**config.mk**
```make
export PLATFORM = sky130hd
export DESIGN_NAME = swt_frame_conditioner
export DESIGN_NICKNAME = d
export VERILOG_FILES = /design/src/rtl/swt_frame_conditioner.sv
export SDC_FILE = /design/constraint.sdc
export NUM_CORES = 1
export LEC_CHECK = 0
export BUFFER_PORTS_ARGS = -buffer_cell sky130_fd_sc_hd__buf_2
export CORE_ASPECT_RATIO = 1.4
export CORE_MARGIN = 1.5
export CORE_UTILIZATION = 39
export CTS_BUF_LIST = sky130_fd_sc_hd__clkbuf_2
export CTS_CLUSTER_DIAMETER = 100
export CTS_CLUSTER_SIZE = 30
export DETAILED_ROUTE_END_ITERATION = 16
export MAX_ROUTING_LAYER = met4
export PLACE_DENSITY = 0.52
export SYNTH_ARGS = -nofsm -noshare
export SYNTH_HDL_FRONTEND = slang
export SYNTH_SLANG_ARGS = --single-unit
```
**constraint.sdc**
```tcl
create_clock -name clk -period 4.4 [get_ports clk]
set_input_delay 0.88 -clock clk [delete_from_list [all_inputs] [get_ports clk]]
set_output_delay 0.88 -clock clk [all_outputs]
set_load 0.1 [all_outputs]
```
**src/rtl/swt_frame_conditioner.sv**
```systemverilog
// Switch conditioner: the three raw slide switches are synchronized and debounced
// per bit, and the cleaned value is only applied to swt_out at the start of vertical retrace.
module swt_frame_conditioner #(
    parameter int DB_CYCLES = 1000000,
    parameter int CNT_W     = 20,
    parameter int VS_POL    = 1
) (
    input  logic       clk,
    input  logic       reset,
    input  logic [2:0] swt_in,
    input  logic       vsync,
    output logic [2:0] swt_out,
    output logic       frame_tick,
    output logic       changed
);

    localparam logic             VS_ACT   = (VS_POL != 0);
    localparam logic [CNT_W-1:0] CNT_LAST = CNT_W'(DB_CYCLES - 1);
    localparam logic [CNT_W-1:0] CNT_ONE  = CNT_W'(1);

    logic [2:0] s1_q, s1_d;
    logic [2:0] s2_q, s2_d;
    logic [2:0] db;

    always_comb begin
        s1_d = swt_in;
        s2_d = s1_q;
    end

    always_ff @(posedge clk or negedge reset) begin
        if (!reset) begin
            s1_q <= '0;
            s2_q <= '0;
        end else begin
            s1_q <= s1_d;
            s2_q <= s2_d;
        end
    end

    // Each bit must hold a new level for DB_CYCLES consecutive cycles; any bounce restarts the count.
    genvar gi;
    generate
        for (gi = 0; gi < 3; gi++) begin : g_db
            logic [CNT_W-1:0] cnt_q, cnt_d;
            logic             db_q, db_d;

            always_comb begin
                cnt_d = cnt_q;
                db_d  = db_q;
                if (s2_q[gi] == db_q) begin
                    cnt_d = '0;
                end else if (cnt_q == CNT_LAST) begin
                    db_d  = s2_q[gi];
                    cnt_d = '0;
                end else begin
                    cnt_d = cnt_q + CNT_ONE;
                end
            end

            always_ff @(posedge clk or negedge reset) begin
                if (!reset) begin
                    cnt_q <= '0;
                    db_q  <= 1'b0;
                end else begin
                    cnt_q <= cnt_d;
                    db_q  <= db_d;
                end
            end

            assign db[gi] = db_q;
        end
    endgenerate

    logic       vs_d_q, vs_d_d;
    logic [2:0] swt_out_q, swt_out_d;
    logic       frame_tick_q, frame_tick_d;
    logic       changed_q, changed_d;
    logic       start;

    // vs_d resets to the active level so a vsync already active at release is not a frame start.
    assign start = (vsync == VS_ACT) && (vs_d_q != VS_ACT);

    always_comb begin
        vs_d_d       = vsync;
        swt_out_d    = swt_out_q;
        frame_tick_d = 1'b0;
        changed_d    = 1'b0;
        if (start) begin
            frame_tick_d = 1'b1;
            swt_out_d    = db;
            changed_d    = (db != swt_out_q);
        end
    end

    always_ff @(posedge clk or negedge reset) begin
        if (!reset) begin
            vs_d_q       <= VS_ACT;
            swt_out_q    <= '0;
            frame_tick_q <= 1'b0;
            changed_q    <= 1'b0;
        end else begin
            vs_d_q       <= vs_d_d;
            swt_out_q    <= swt_out_d;
            frame_tick_q <= frame_tick_d;
            changed_q    <= changed_d;
        end
    end

    assign swt_out    = swt_out_q;
    assign frame_tick = frame_tick_q;
    assign changed    = changed_q;

endmodule

```
# After elaboration in Yosys (flattened, before gate mapping)
# Index checks and enable logic that the tools add are counted.
[totals] reg_bits=75 output_inout_bits=5
[op_classes] addsub=3 eq_ne=7 muxes=8 bitwise_logic=4 reduce_logical=4
[op_table] operator="20-bit two-way mux" n=6
[op_table] operator="20-bit by 1-bit adder with 20-bit output (second input constant)" n=3
[op_table] operator="20-bit == test (second input constant)" n=3
[op_table] operator="2-bit AND reduction" n=3
[op_table] operator="1-bit NOT" n=4
[op_table] operator="1-bit == test" n=3
[op_table] operator="3-bit != test" n=1
[op_table] operator="1-bit two-way mux" n=2
[op_table] operator="1-bit logical AND" n=1

# Longest topological paths before layout
# Gate-level depths: netlist (run 1).
[logic_depth] word_depth=3 ltp_mapped=7 mapped_depth_nobuf=5

# Worst setup path before layout (run 1)
# Ideal clock, no wire load.
[synth_timing] kind="reg2reg" startpoint="register g_db[2].cnt_q[12]" endpoint="register g_db[2].db_q" arrival_ps=1912 path_slack_ps=2363 path_stages_with_launch=5 synth_period_minus_slack_ps=2037 path_cell_list="dfrtp_1 > or4_1 > or4_4 > nor2_2 > mux2_2"
[synth_between] elab_chain_cells=2
[synth_rtl] element="start, declared" line_no="44" rtl="logic [CNT_W-1:0] cnt_q, cnt_d;"
[synth_rtl] element="start signal, assigned" line_no="65" rtl="cnt_q <= cnt_d;"
[synth_rtl] element="20-bit == test" line_no="52" rtl="end else if (cnt_q == CNT_LAST) begin"
[synth_rtl] element="2-bit AND reduction (no line)"
[synth_rtl] element="end signal, assigned" line_no="63" rtl="db_q <= 1'b0;"
[synth_rtl] element="end signal, assigned" line_no="66" rtl="db_q <= db_d;"
[synth_rtl] element="end, declared" line_no="45" rtl="logic db_q, db_d;"
# No other way between the ends.
# A chain may end at the register's enable or synchronous reset.

# Worst setup path after layout (run 1)
[layout_timing] startpoint="register swt_out_q[0], in the netlist swt_out[0]" endpoint="output swt_out[0]"
[layout_rtl] element="start, declared" line_no="75" rtl="logic [2:0] swt_out_q, swt_out_d;"
[layout_rtl] element="start signal, assigned" line_no="103" rtl="swt_out_q <= swt_out_d;"
[layout_rtl] element="end, declared" line_no="12" rtl="output logic [2:0] swt_out,"
# No word-level cell between the ends.

==> results of run 1 <==
-- routing by layer --
layer	up-vias	GRT usage	wire, µm	part of all wire
met5	-	-	0	0
met4	0	0.08000	127	0.020
met3	8	0.02154	95	0.015
met2	14	0.2640	3301	0.53
met1	1162	0.1645	2706	0.43
li1	1203	-	-	-
-- through the flow --
| step | hold slack (ns) | cell area [µm²] | power [µW] |
|---|---|---|---|
| 3_3_place_gp | 0.3340 | 3671 | 765.7 |
| 5_1_grt | 0.3840 | 3789 | 1190 |
| 6_report | 0.3781 | 3789 | 1136 |
| 2_1_floorplan | 0.3312 | 3518 | 744.9 |
| 3_5_place_dp | 0.3413 | 3671 | 766.8 |
| 4_1_cts | 0.3863 | 3789 | 1160 |
-- cell usage after synthesis (3+ instances only) --
cell	instances
dfrtp_1	74
nor2_1	62
xnor2_1	44
inv_1	18
nand3_1	17
nor4_1	17
nand4_1	15
nor3_1	15
nand2_1	13
xor2_1	7
mux2_2	5
o21ai_0	5
a21oi_1	4
mux2i_1	4
a31o_2	3
and2_1	3
and3_1	3
ha_1	3
or4_1	3
-- area by class of cell --
class	count	area (µm²)	area share
clock buffer	11	55.05	0.01453
clock inverter	5	62.56	0.01651
inverter	18	67.56	0.01783
timing repair buffer	10	52.55	0.01387
multi-input combinational	243	1541	0.4069
sequential	75	1878	0.4957
tap	105	131.4	0.03468
-- kinds of logic after synthesis --
family | Yosys count
fa+ha+maj | 3
xor+xnor | 51
buf+inv | 22
compound gates | 17
flops | 75
mux | 10
simple gates | 162
-- state kept, by name, indices dropped and copies added, names as in the netlist --
register / flops
vs_d_q: 1
s2_q: 3
changed: 1
g_db.db_q: 3
frame_tick: 1
swt_out: 3
g_db.cnt_q: 60
s1_q: 3
-- power by group through the flow --
stage          clock [µW]  combinational [µW]  sequential (µW)
3_3_place_gp            0                45.2              721
3_5_place_dp            0                46.0              721
2_1_floorplan           0                22.0              723
6_report              384                43.5              708
4_1_cts               405                46.2              709
5_1_grt               428                50.7              710
-- worst paths after layout --
check                                  from                 to  slack, ns  depth (start not counted)
min reg2reg                         s1_q[1]            s2_q[1]       0.38                          0
max reg2reg                g_db[2].cnt_q[0]   g_db[2].cnt_q[3]       2.19                          5
min in group asynchronous             reset  g_db[1].cnt_q[18]       0.47                          1
min                                 s1_q[1]            s2_q[1]       0.38                          0
max in group asynchronous             reset   g_db[2].cnt_q[2]       3.33                          1
max                              swt_out[0]         swt_out[0]       2.14                          1
==> run metrics, run 1 <==
CP arrival=roughly 1.4 ns; placed instance count=between 400 and 500; post-synthesis mux area share=0.03058; CP bufs+invs=1; I/O Buffers=10; DP Worst Slack=approximately 2.2 ns; Syn Nets=roughly 350; RSZ-0062 raised after global routing=false; I/O pin total=11; Max-Slew Margin vs Limit=0.3768; CTS sink count=75; Cell Rows=40; register bit count reported by yosys=75; Ys Warns=0; Sum Neg Setup Slack=0 ns; Max Slew Vio Count=0; crit path time final=approximately 2.3 ns; CTS Root Cell=clkbuf_2; CP Launch Type=flop; total leakage power=~0.0015 µW; DIE WIDTH=approximately 83 µm; ANT cells=0; post-synthesis cell count=340; syn_area_per_cell=a little over 10 µm²; clock share of power=0.338; Max Root-Sink Buffers=2; Vias per Instance=between 5 and 6; Crit Path Category=reg2out; combinational share of power=0.038; Compound-Gate Fraction of Synth Area=0.03698; Max-Cap Viols=0; most frequent cells in the layout=dfrtp_1 (74), nor2_1 (62), xnor2_1 (44), inv_1 (18); Core ar.=slightly below 9000 µm²; Yosys top cell by area=dfrtp_1; Net Sw Frac=0.2516; CP max stage cell=buf_2; fmax=~0.44 GHz; Final Util=0.4376; Overall Global Routing Usage=0.1500; Die ar.=between 9000 and 10,000 µm²; Reg clk slew, reported paths=about 0.22 ns; Final setup viols=0; Worst Skew=between 0.02 and 0.03 ns; Layout area overhead=7.681%; Nets=366; Final WS setup=between 2 and 2.5 ns; first-pass GRT wire length=about 11 mm; initial antenna violation count=0; Setup Buffers After CTS=0; total congestion overflow=0; part of the power in registers=0.624; Psw=around 290 µW; Resized cells post-CTS=0; largest net degree at the start of global routing=76; # DRC=0; layout cells sized above 1=0.1215; fin crit share=0.5128; register area share after synthesis=0.5338; fin cells=~470; Post-Synth Simple-Gate Area=0.2329; Synth Area in XOR/XNOR=0.1270; commonest non-fill, non-tap cell in the layout=dfrtp_1; Slew @ Worst Pin=0.9347 ns; main combinational cell family by area after synthesis=simple AND/OR/NAND/NOR gates; Peak VDD IR=around 0.00013 V; ys async rst share=1.000; GP Congestion=between 0.7 and 0.8; Pwr Density=299.9 nW/µm²; Synth Flop Type=dfrtp_1; TritonCTS clock tree=done; WL final=between 6 and 7 mm; Synth cell types=38; First DRT Iteration DRCs=~130; H-tree depth=3; hpwl dp=around 4.3 mm; # fillers=about 870; Hold Vio Cnt, Final=0; Synth Area in Adders=0.01067; Post-Syn Area=about 3500 µm²; Wirelength per Cell=between 10 and 15 µm; CP delay by family, top=buffers and inverters; number of synthesized flops with an enable pin=0; area share of the largest cell type after synthesis=0.5263; Die H=115.4 µm; worst-skew pair later-pin latency=just over 0.5 ns; DR vias=2,387; drt pass-1 iters=4; Cell Chain, Critical Path=buf_2; Hold Crit Class=reg2reg; CTS buffer count=9; status=complete, no violations; Setup crit end kind=output pin; Area contributors post-synth=dfrtp_1 (53%), xnor2_1 (11%), nor2_1 (6.6%), nor4_1 (3.0%), nand4_1 (2.7%); CP max FO=3; Internal=approximately 850 µW; Hold-fix buffers, CTS=0; number of global-route vias before repair=between 2,000 and 2,500; CP required=about 3.5 ns; critical path's largest stage delay=0.44 ns; Final ANT Viol Nets=0; Starting Density=0.4064
No activity file was read; power rests on OpenSTA's default activity.
==> run 2: changes to the inputs <==
ABC_AREA = 1   (was not set)
PLACE_DENSITY = 0.54   (was 0.52)
clock period = 2 ns   (was 4.4 ns; I/O delays follow)
==> run 2 against run 1 <==
Final cell count is 44% higher. Critical path depth stayed put. Global-route usage is 3.8 points higher. Utilization is 0.89 points higher. Combinational power grew to 2.9 times the previous value. Design area is 17% higher. Critical path type unchanged.
==> run metrics, run 2 <==
Synth Flop Type=dfrtp_1; # DRC=0; CP Launch Type=flop; placed cell area=~4300 µm²; First DRT Iteration DRCs=~160; Ys Warns=0; Sum Neg Setup Slack=0 ns; hpwl dp=~6.4 mm; worst-skew pair later-pin latency=between 0.5 and 0.6 ns; H-tree depth=3; Yosys top cell by area=dfrtp_1; Max Root-Sink Buffers=2; I/O pin total=11; Resized cells post-CTS=0; drt pass-1 iters=4; Peak VDD IR=about 0.00037 V; Final Util=0.4465; CP max stage cell=buf_2; Slew @ Worst Pin=0.5060 ns; Worst Skew=0.02588 ns; total congestion overflow=0; post-synthesis cell count=approximately 500; fin crit share=0.8916; Post-Syn Area=4025 µm²; fmax=between 0.5 and 0.6 GHz; CP delay by family, top=buffers and inverters; Starting Density=0.4044; status=complete, no violations; CP max FO=4; Vias per Instance=approximately 4.8; layout cells sized above 1=0.1716; Commonest cells post-synth=nor2_1 (114), nand2_1 (92), dfrtp_1 (74), inv_1 (45), nand3_1 (38); Die ar.=10,950 µm²; GP Congestion=approximately 0.91; Wirelength per Cell=between 10 and 15 µm; WL final=between 8 and 9 mm; TritonCTS clock tree=done; Layout area overhead=10.41%; Syn Nets=about 510; initial antenna violation count=0; crit path time final=around 1.8 ns; I/O Buffers=10; total leakage power=~0.002 µW; Die H=approximately 120 µm; top-count cell post-synth=nor2_1; Crit Path Category=reg2out; Pwr Density=571.8 nW/µm²; ys async rst share=1.000; Max-Cap Viols=0; Max Slew Vio Count=0; Hold Crit Class=in2async; Cell Rows=43; CTS Root Cell=clkbuf_2; Final ANT Viol Nets=0; Biggest register=g_db.cnt_q; Setup Buffers After CTS=0; Cell Chain, Critical Path=buf_2; Core ar.=between 9000 and 10,000 µm²; critical path's largest stage delay=~0.44 ns; Synth cell types=28; CP required=1.60 ns; RSZ-0062 raised after global routing=false; hold_ws=between 0.3 and 0.4 ns; max reg flops=60; first-pass GRT wire length=between 15 and 20 mm; CTS buffer count=9; Hold-fix buffers, CTS=5; commonest non-fill, non-tap cell in the layout=nor2_1; Nets=between 500 and 600; CTS sink count=between 70 and 80; number of global-route vias before repair=about 3,300; Max-Slew Margin vs Limit=0.6650; CP arrival=~1.4 ns; DIE WIDTH=88.86 µm; CP bufs+invs=1; ANT cells=0; Reg clk slew, reported paths=around 0.21 ns; register area share after synthesis=0.4666; largest net degree at the start of global routing=47; Area contributors post-synth=dfrtp_1 (46%), nor2_1 (11%), nand2_1 (8.6%), nand3_1 (4.7%), inv_1 (4.2%); area share of the largest cell type after synthesis=0.4601; Overall Global Routing Usage=0.1875; DR vias=3,216; Hold Vio Cnt, Final=0; most frequent cells in the layout=nor2_1 (114), nand2_1 (92), dfrtp_1 (74), inv_1 (45), nand3_1 (38); final instance area=4444 µm²; syn_area_per_cell=8.018 µm²; number of synthesized flops with an enable pin=0; register bit count reported by yosys=75; Final setup viols=0; Setup crit end kind=output pin
## run 2: changes by cell type in the layout (fill, tap and decap cells not counted), sizes merged, moves of 11 or more
cell	change
nor4	-17
xor2	+12
xnor2	-30
nand2	+95
nor2	+78
inv	+37
nand3	+26
nor3	-11
## run 2: final timing paths
kind / start / end / slack [ns] / cells after the start
min in group clk: s1_q[0] / s2_q[0] / 0.37 / 0
min: reset / g_db[1].cnt_q[9] / 0.32 / 2
min reg2reg: s1_q[0] / s2_q[0] / 0.37 / 0
max: swt_out[0] / swt_out[0] / 0.22 / 1
max in group asynchronous: reset / g_db[2].cnt_q[1] / 1.10 / 3
max reg2reg: g_db[1].cnt_q[0] / g_db[1].cnt_q[0] / 0.49 / 6
## run 2: where the power goes
group          switching [µW]  leakage (µW)  total, µW  internal (µW)
registers                18.6       0.00102       1560           1540
clock network             569     0.0000657        853            283
logic                    86.2      0.000874        128           41.9
## run 2: cell type report
| type | count | area [µm²] |
|---|---|---|
| repair buffers | 19 | 145.1 |
| well taps | 135 | 168.9 |
| inverters | 55 | 206.4 |
| multi-input cells | 371 | 1933 |
| clock inverters | 7 | 67.56 |
| fillers | 1038 | 5509 |
| clock buffers | 9 | 45.04 |
| flip-flops and latches | 75 | 1878 |
## run 2: per-stage QoR
step / worst slack [ns] / instances / power, µW
3_3_place_gp: 0.5341 / 650 / 1710
2_1_floorplan: 0.4948 / 502 / 1645
5_1_grt: 0.1279 / 671 / 2667
4_1_cts: 0.1437 / 671 / 2595
3_5_place_dp: 0.5161 / 650 / 1713
6_report: 0.2169 / 671 / 2541
## run 2: kinds of logic (layout without fill, tap and decap cells)
| family | count (synthesis) | count (layout) | share of synthesized area |
|---|---|---|---|
| AOI/OAI and AO/OA | 25 | 25 | 0.03388 |
| xor gates and xnor gates | 33 | 33 | 0.07554 |
| adders and majority gates | 3 | 3 | 0.009326 |
| buffers and inverters | 56 | 90 | 0.05316 |
| DFF | 75 | 75 | 0.4666 |
| and+or+nand+nor | 310 | 310 | 0.3615 |
## run 2: layer usage
| metal | up-vias | share of wire | track usage |
|---|---|---|---|
| met1 | 1521 | 0.44 | 0.2245 |
| met4 | 0 | 0.022 | 0.08203 |
| li1 | 1633 | - | - |
| met5 | - | 0 | - |
| met2 | 44 | 0.51 | 0.3078 |
| met3 | 18 | 0.023 | 0.03271 |
